===== src/rtl/pipe_stage_fifo_pkg.sv =====
// Shared types for the pipeline-stage FIFO.
// fifo_op_e encodes the {pop, push} pair that the pointer/count update
// decodes each cycle.
package pipe_stage_fifo_pkg;

  typedef enum logic [1:0] {
    OP_IDLE = 2'b00,
    OP_PUSH = 2'b01,
    OP_POP  = 2'b10,
    OP_BOTH = 2'b11
  } fifo_op_e;

  localparam int STALL_CNT_W = 32;

endpackage


===== src/rtl/pipe_fifo_mem.sv =====
// Entry storage for pipe_stage_fifo: DEPTH x W register array with one
// write port and an asynchronous read port. Entries are zeroed on reset.
module pipe_fifo_mem #(
  parameter int W     = 102,
  parameter int DEPTH = 2,
  parameter int AW    = 1
) (
  input  logic          clk,
  input  logic          rst_n,
  input  logic          i_wr_en,
  input  logic [AW-1:0] i_wr_addr,
  input  logic [W-1:0]  i_wr_data,
  input  logic [AW-1:0] i_rd_addr,
  output logic [W-1:0]  o_rd_data
);

  logic [W-1:0] r_mem [DEPTH];

  // Synchronous clear on reset, otherwise write the addressed entry.
  always_ff @(posedge clk) begin
    if (!rst_n) begin
      for (int i = 0; i < DEPTH; i++) r_mem[i] <= '0;
    end else if (i_wr_en) begin
      r_mem[i_wr_addr] <= i_wr_data;
    end
  end

  assign o_rd_data = r_mem[i_rd_addr];

endmodule


===== src/rtl/pipe_stage_fifo.sv =====
// Pipeline-stage register with DEPTH-entry storage and valid/allowin
// handshakes on both sides. in_allowin depends only on occupancy, so no
// combinational path runs from out_allowin to in_allowin.
// Optional feature: define PIPE_FIFO_STALL_CNT_EN to add a saturating
// stall_cnt output counting cycles the head entry is held by downstream.
module pipe_stage_fifo
  import pipe_stage_fifo_pkg::*;
#(
  parameter int PAYLOAD_W = 96,
  parameter int EXC_W     = 5,
  parameter int DEPTH     = 2,
  localparam int CW       = $clog2(DEPTH + 1)
) (
  input  logic                 clk,
  input  logic                 rst_n,
  input  logic                 pipe_flush,
  input  logic                 in_valid,
  output logic                 in_allowin,
  input  logic [PAYLOAD_W-1:0] in_payload,
  input  logic                 in_rf_we,
  input  logic [EXC_W-1:0]     in_exc,
  output logic                 out_valid,
  input  logic                 out_allowin,
  output logic [PAYLOAD_W-1:0] out_payload,
  output logic [EXC_W-1:0]     out_exc,
  output logic                 out_exc_any,
  output logic                 out_rf_we,
  output logic [CW-1:0]        occupancy
`ifdef PIPE_FIFO_STALL_CNT_EN
  ,
  output logic [STALL_CNT_W-1:0] stall_cnt
`endif
);

  localparam int AW = (DEPTH > 1) ? $clog2(DEPTH) : 1;
  localparam int EW = PAYLOAD_W + 1 + EXC_W;

  logic [CW-1:0] r_count;
  logic [AW-1:0] r_wr_ptr;
  logic [AW-1:0] r_rd_ptr;
  logic          w_push;
  logic          w_pop;
  fifo_op_e      w_op;
  logic [EW-1:0] w_rd_data;

  logic [PAYLOAD_W-1:0] w_head_payload;
  logic                 w_head_rf_we;
  logic [EXC_W-1:0]     w_head_exc;

  // Explicit wrap so non-power-of-two depths never address a missing entry.
  function automatic logic [AW-1:0] ptr_inc(input logic [AW-1:0] p);
    return (p == AW'(DEPTH - 1)) ? '0 : p + AW'(1);
  endfunction

  assign in_allowin = (r_count < CW'(DEPTH));
  assign out_valid  = (r_count != '0);
  assign w_push     = in_valid & in_allowin & ~pipe_flush;
  assign w_pop      = out_valid & out_allowin & ~pipe_flush;
  assign w_op       = fifo_op_e'({w_pop, w_push});

  // Pointer and count update; flush empties the stage, reset has priority.
  always_ff @(posedge clk) begin
    if (!rst_n || pipe_flush) begin
      r_count  <= '0;
      r_wr_ptr <= '0;
      r_rd_ptr <= '0;
    end else begin
      case (w_op)
        OP_PUSH: begin
          r_count  <= r_count + CW'(1);
          r_wr_ptr <= ptr_inc(r_wr_ptr);
        end
        OP_POP: begin
          r_count  <= r_count - CW'(1);
          r_rd_ptr <= ptr_inc(r_rd_ptr);
        end
        OP_BOTH: begin
          r_wr_ptr <= ptr_inc(r_wr_ptr);
          r_rd_ptr <= ptr_inc(r_rd_ptr);
        end
        default: ;
      endcase
    end
  end

  pipe_fifo_mem #(
    .W     (EW),
    .DEPTH (DEPTH),
    .AW    (AW)
  ) u_mem (
    .clk       (clk),
    .rst_n     (rst_n),
    .i_wr_en   (w_push),
    .i_wr_addr (r_wr_ptr),
    .i_wr_data ({in_payload, in_rf_we, in_exc}),
    .i_rd_addr (r_rd_ptr),
    .o_rd_data (w_rd_data)
  );

  assign {w_head_payload, w_head_rf_we, w_head_exc} = w_rd_data;

  // Head outputs are forced to zero when the stage is empty; an entry
  // carrying any exception flag never writes the register file.
  assign out_payload = out_valid ? w_head_payload : '0;
  assign out_exc     = out_valid ? w_head_exc : '0;
  assign out_exc_any = |out_exc;
  assign out_rf_we   = out_valid & w_head_rf_we & ~(|w_head_exc);
  assign occupancy   = r_count;

`ifdef PIPE_FIFO_STALL_CNT_EN
  logic [STALL_CNT_W-1:0] r_stall_cnt;

  // Saturating count of backpressure cycles; only reset clears it.
  always_ff @(posedge clk) begin
    if (!rst_n) begin
      r_stall_cnt <= '0;
    end else if (out_valid && !out_allowin && !pipe_flush && !(&r_stall_cnt)) begin
      r_stall_cnt <= r_stall_cnt + STALL_CNT_W'(1);
    end
  end

  assign stall_cnt = r_stall_cnt;
`endif

endmodule


===== config.mk =====
export PLATFORM = sky130hd
export DESIGN_NAME = pipe_stage_fifo
export DESIGN_NICKNAME = d
export VERILOG_FILES = /design/src/rtl/pipe_stage_fifo_pkg.sv /design/src/rtl/pipe_fifo_mem.sv /design/src/rtl/pipe_stage_fifo.sv
export SDC_FILE = /design/constraint.sdc
export NUM_CORES = 1
export LEC_CHECK = 0
export CAP_MARGIN = 20
export CORE_MARGIN = 2
export CORE_UTILIZATION = 44
export DETAILED_ROUTE_END_ITERATION = 6
export PLACE_DENSITY_LB_ADDON = 0.25
export SYNTH_ARGS = -nofsm -noshare
export SYNTH_HDL_FRONTEND = slang
export SYNTH_HIERARCHICAL = 1
export SYNTH_SLANG_ARGS = --single-unit

===== constraint.sdc =====
create_clock -name clk -period 12.7 [get_ports clk]
set_clock_uncertainty 0.1 [all_clocks]
set_input_delay 2.54 -clock clk [delete_from_list [all_inputs] [get_ports clk]]
set_output_delay 2.54 -clock clk [all_outputs]
set_load 0.005 [all_outputs]

# Word level (Yosys, flattened, before mapping)
# Memories as Yosys holds them, arrays and structs flattened. A register that Yosys moved wholly into a read port is not among the register bits.
# Cells that the tools add are included.
[classes]
addsub = 4
order_cmp = 1
n_eq_ne = 3
mux = 14
n_bitwise = 8
n_reduce_logical = 9
[ops]
columns = ["cell", "n"]
rows = [
  ["$mux W102", 1],
  ["$reduce_or A102 Y1", 1],
  ["$mux W96", 1],
  ["$mux W1", 10],
  ["$reduce_or A5 Y1", 2],
  ["$and A1 B1 Y1", 6],
  ["$mux W5", 1],
  ["$eq A2 B2 Y1 const B", 2],
  ["$pmux W2 S2", 1],
  ["$reduce_bool A2 Y1", 2],
  ["$reduce_or A2 Y1", 2],
  ["$add A1 B1 Y1 const B", 2],
  ["$add A2 B1 Y2 const B", 1],
  ["$eq A2 B1 Y1 const B", 1],
  ["$lt A2 B2 Y1 const B", 1],
  ["$not A1 Y1", 2],
  ["$sub A2 B1 Y2 const B", 1],
  ["$logic_not A1 Y1", 1],
  ["$logic_or A1 B1 Y1", 1],
]
[word_totals]
regBits = 4
ramBits = 204
inputBits = 107
word_cells = 43
memories = 1
[mem_list]
columns = ["name", "depth", "width", "read_ports", "rd_clocked_by_memory_dff", "write_ports", "line", "source"]
rows = [
  ["u_mem.r_mem", 2, 102, 1, 1, 2, "pipe_fifo_mem.sv:17", "logic [W-1:0] r_mem [DEPTH];"],
]

# Longest topological paths before layout
[depth]
depth_word = 8
ltp_mapped = 8
depth_no_buf = 7

# Cells and area by module
# Netlist, hierarchy kept.
[modules_own_cells]
columns = ["module", "n_inst", "cells_each", "area_per_inst_um2", "seq_area_each_um2"]
rows = [
  ["pipe_fifo_mem", 1, 560, 9111.2, 6125.9],
  ["pipe_stage_fifo", 1, 141, 904.6, 80.1],
]

# Worst setup path after synthesis
# Ideal clock, no wire load.
[synth_path]
path_type = "input port to flip-flop"
from = "input pipe_flush"
to = "memory u_mem.r_mem[0][0] (enable)"
arrival_time_ns = 10.022
slack_ns = 1.875
path_stages = 5
cell_sequence = "inv_1 nand3_1 inv_1 inv_1 o21ai_0"
[synth_lines]
columns = ["item", "line", "source"]
rows = [
  ["start, declared", "pipe_stage_fifo.sv:16", "input logic pipe_flush,"],
  ["end, declared", "pipe_fifo_mem.sv:17", ""],
]

==> metrics.md <==
| Metric | Value |
|---|---|
| Die Area | `24,000 sq um` |
| Pin count of the biggest net entering global routing | `94` |
| Fill cell count | `between 1,500 and 2,000` |
| Post-Route Setup TNS | `0 ps` |
| Lkg Pwr | `5.20 nW` |
| Hold Path Class | `reg -> reg` |
| Slew @ Worst Pin | `936 ps` |
| Area leader, netlist | `edfxtp_1` |
| Switching Share | `about a fifth` |
| Synthesis-stage register bit count | `208` |
| Core area | `22,500 sq um` |
| CTS Hold Bufs | `0` |
| Worst Path Max Fanout | `55` |
| First-pass GRT wire length | `33.4 mm` |
| Most frequent cells after synthesis | `edfxtp_1, and2_1, and3_1` |
| Synth warn | `6` |
| Total grt overflow | `0` |
| Worst-Skew Late Latency | `490 ps` |
| WP data required | `10,060 ps` |
| Final hold violations | `0` |
| Post-DRT Antenna Nets | `0` |
| Relative slew margins | `a little under two fifths` |
| Initial antenna violation count | `2` |
| Initial core utilization | `~45%` |
| Top_reg_cell synth | `edfxtp_1` |
| Root Buffer | `clkbuf_16` |
| Top cells by area, synth | `edfxtp_1, mux2_2, and2_1` |
| Distinct cell type count after synthesis | `26` |
| CTS max path bufs | `3` |
| CP Launch Type | `flip-flop` |
| Nets@finish | `1,000` |
| CTS tree | `built` |
| Vias per cell | `approximately 5.1` |
| Post-route DRC | `0` |
| Clock power share | `40.0%` |
| Ys async rst share | `0%` |
| Wirelength per Cell | `18.0 um` |
| DRT Pass-1 Iters | `4` |
| RD Place Congestion | `0.760` |
| Post-synthesis sequential area ratio | `about 62%` |
| Number of global-route vias before repair | `6,117` |
| RSZ-0062 raised after global routing | `no` |
| Post-cts resize count | `0` |
| Max-Cap Viols | `0` |
| Seq pwr share | `51.7%` |
| Most common cell in the netlist | `edfxtp_1` |
| Outcome | `completed` |
| Endpoints failing setup | `0` |
| Yosys top cell area share | `61.2%` |
| Number of diodes | `0` |
| Switching power of the nets | `roughly 0.31 mW` |
| Mapped Nets | `810` |
| Int Pwr | `1.24 mW` |
| EDFF count, synth | `around 200` |
| CTS H-tree lvls | `1` |
| IO buf count | `213` |
| Crit. End Element | `output port` |
| Final min period | `between 6000 and 7000 ps` |
| Power per cell area | `120 nW/um^2` |
| Crit path DAT | `3370 ps` |
| GRT Util Overall | `17.7%` |
| Dpl hpwl | `roughly 12 mm` |
| Syn Inst Count | `701` |
| DIE HEIGHT | `155 um` |
| IO Count | `214` |
| CTS Buf Count | `22` |
| Overall Power | `between 1.5 and 2 mW` |
| Drt total wl | `21.5 mm` |
| Hold_ws | `454 ps` |
| Avg Cell Area, Syn | `between 10 and 15 sq um` |
| DR iter-0 viols | `306` |
| Mapped Area | `10,000 sq um` |
| Share of cells above drive strength 1 | `25.4%` |
| Reg clk slew, reported paths | `60 ps` |
| Final period util | `a little under half` |
| Worst VDD drop | `0.0739 mV` |
| Comb pwr share | `8.3%` |
| Die X-Extent | `155 um` |
| Clk sinks | `around 210` |
| Setup Buffers After CTS | `0` |
| Critical path class | `reg -> out` |
| Slew Limit Fails | `0` |
| Rows | `between 50 and 60` |
| Fmax | `0.166 GHz` |
| DR vias | `6,020` |
| Area delta synth->final | `29.1%` |
-- flip-flops by register name, summed over array words and instances, names as in the netlist --
register     count
r_rd_ptr         1
occupancy        2
r_wr_ptr         1
u_mem/r_mem    204
-- area by class of cell --
class                   count  area [sq um]  share of cell area [%]
clock buffers              34           657                    5.08
multi-input cells         433          3440                    26.6
well taps                 285           357                    2.76
inverters                   5          18.8                   0.145
clock inverters             6          51.3                   0.397
repair buffers            221          2190                    17.0
flip-flops and latches    208          6210                    48.0
-- metal layers --
metal  routed length (um)  track usage, %  part of all wire (%)  vias to the layer above
li1                     -               -                     -                     2872
met1                 9250            23.9                    43                     2927
met2                10400            28.9                    49                      175
met3                 1290            3.96                   6.0                       44
met4                  513            5.16                   2.4                        2
met5                   13               0                 0.060                        -
-- path summary, 6_finish.rpt --
path / from / to / slack (ps) / cells past startpoint
max: r_rd_ptr / out_rf_we / 6690 / 5
min reg2reg: occupancy[1] / occupancy[1] / 450 / 2
max reg2reg: occupancy[1] / u_mem/r_mem[0][67] / 10030 / 6
min: occupancy[1] / occupancy[1] / 450 / 2
-- cell usage in the layout (no fill, tap or decap) --
master	synthesis	final
or3_1	1	1
ha_1	2	2
nor2_1	7	7
dfxtp_2	0	1
a21oi_1	1	1
o21ai_4	0	1
nand3_1	1	1
edfxtp_1	204	204
buf_4	10	8
xor2_1	2	2
and2_2	3	4
inv_1	5	4
and2_4	80	80
xnor2_1	2	2
clkinv_1	0	3
o21ai_0	2	1
clkdlybuf4s50_1	0	213
dfxtp_4	0	1
mux2_2	102	102
clkbuf_1	18	7
or4_1	1	1
dfxtp_1	4	2
and2_1	121	120
bufinv_16	0	1
clkbuf_8	0	4
and3_1	104	104
clkinv_2	0	2
inv_2	0	1
nand2_4	0	1
and3b_4	0	1
nand2_1	3	2
clkbuf_16	0	23
-- cells by family after synthesis --
| logic type | share of synthesized area, % |
|---|---|
| buffers and inverters | 3.90 |
| DFF | 62.0 |
| AOI/OAI and AO/OA | 0.150 |
| adders and majority gates | 0.250 |
| and+or+nand+nor | 21.9 |
| muxes | 11.5 |
| xor gates and xnor gates | 0.350 |
-- worst max-delay path: stages, from the launching register on --
cell and delay [ps]:
dfxtp_4 860, buf_4 680, mux2_2 420, nor2_1 180
and3_1 190, clkdlybuf4s50_1 510
-- metrics by stage --
step / std cells / utilization (%) / worst slack, ps / area, sq um
4_1_cts: 1192 / 57.5 / 6640 / 12900
6_report: 1192 / 57.5 / 6690 / 12900
3_3_place_gp: 1152 / 54.3 / 7180 / 12200
5_1_grt: 1192 / 57.5 / 6520 / 12900
2_1_floorplan: 701 / - / 1870 / 10000
3_5_place_dp: 1152 / 54.3 / 7190 / 12200
-- power groups by stage --
| stage | Clock (mW) | Combinational [mW] | Sequential [mW] |
|---|---|---|---|
| global placement | 0 | 0.130 | 0.812 |
| global route | 0.665 | 0.140 | 0.802 |
| detailed placement | 0 | 0.131 | 0.814 |
| floorplan | 0 | 0.0647 | 0.817 |
| finish | 0.619 | 0.129 | 0.799 |
| CTS | 0.637 | 0.132 | 0.799 |
No activity file was read; power rests on OpenSTA's default activity.
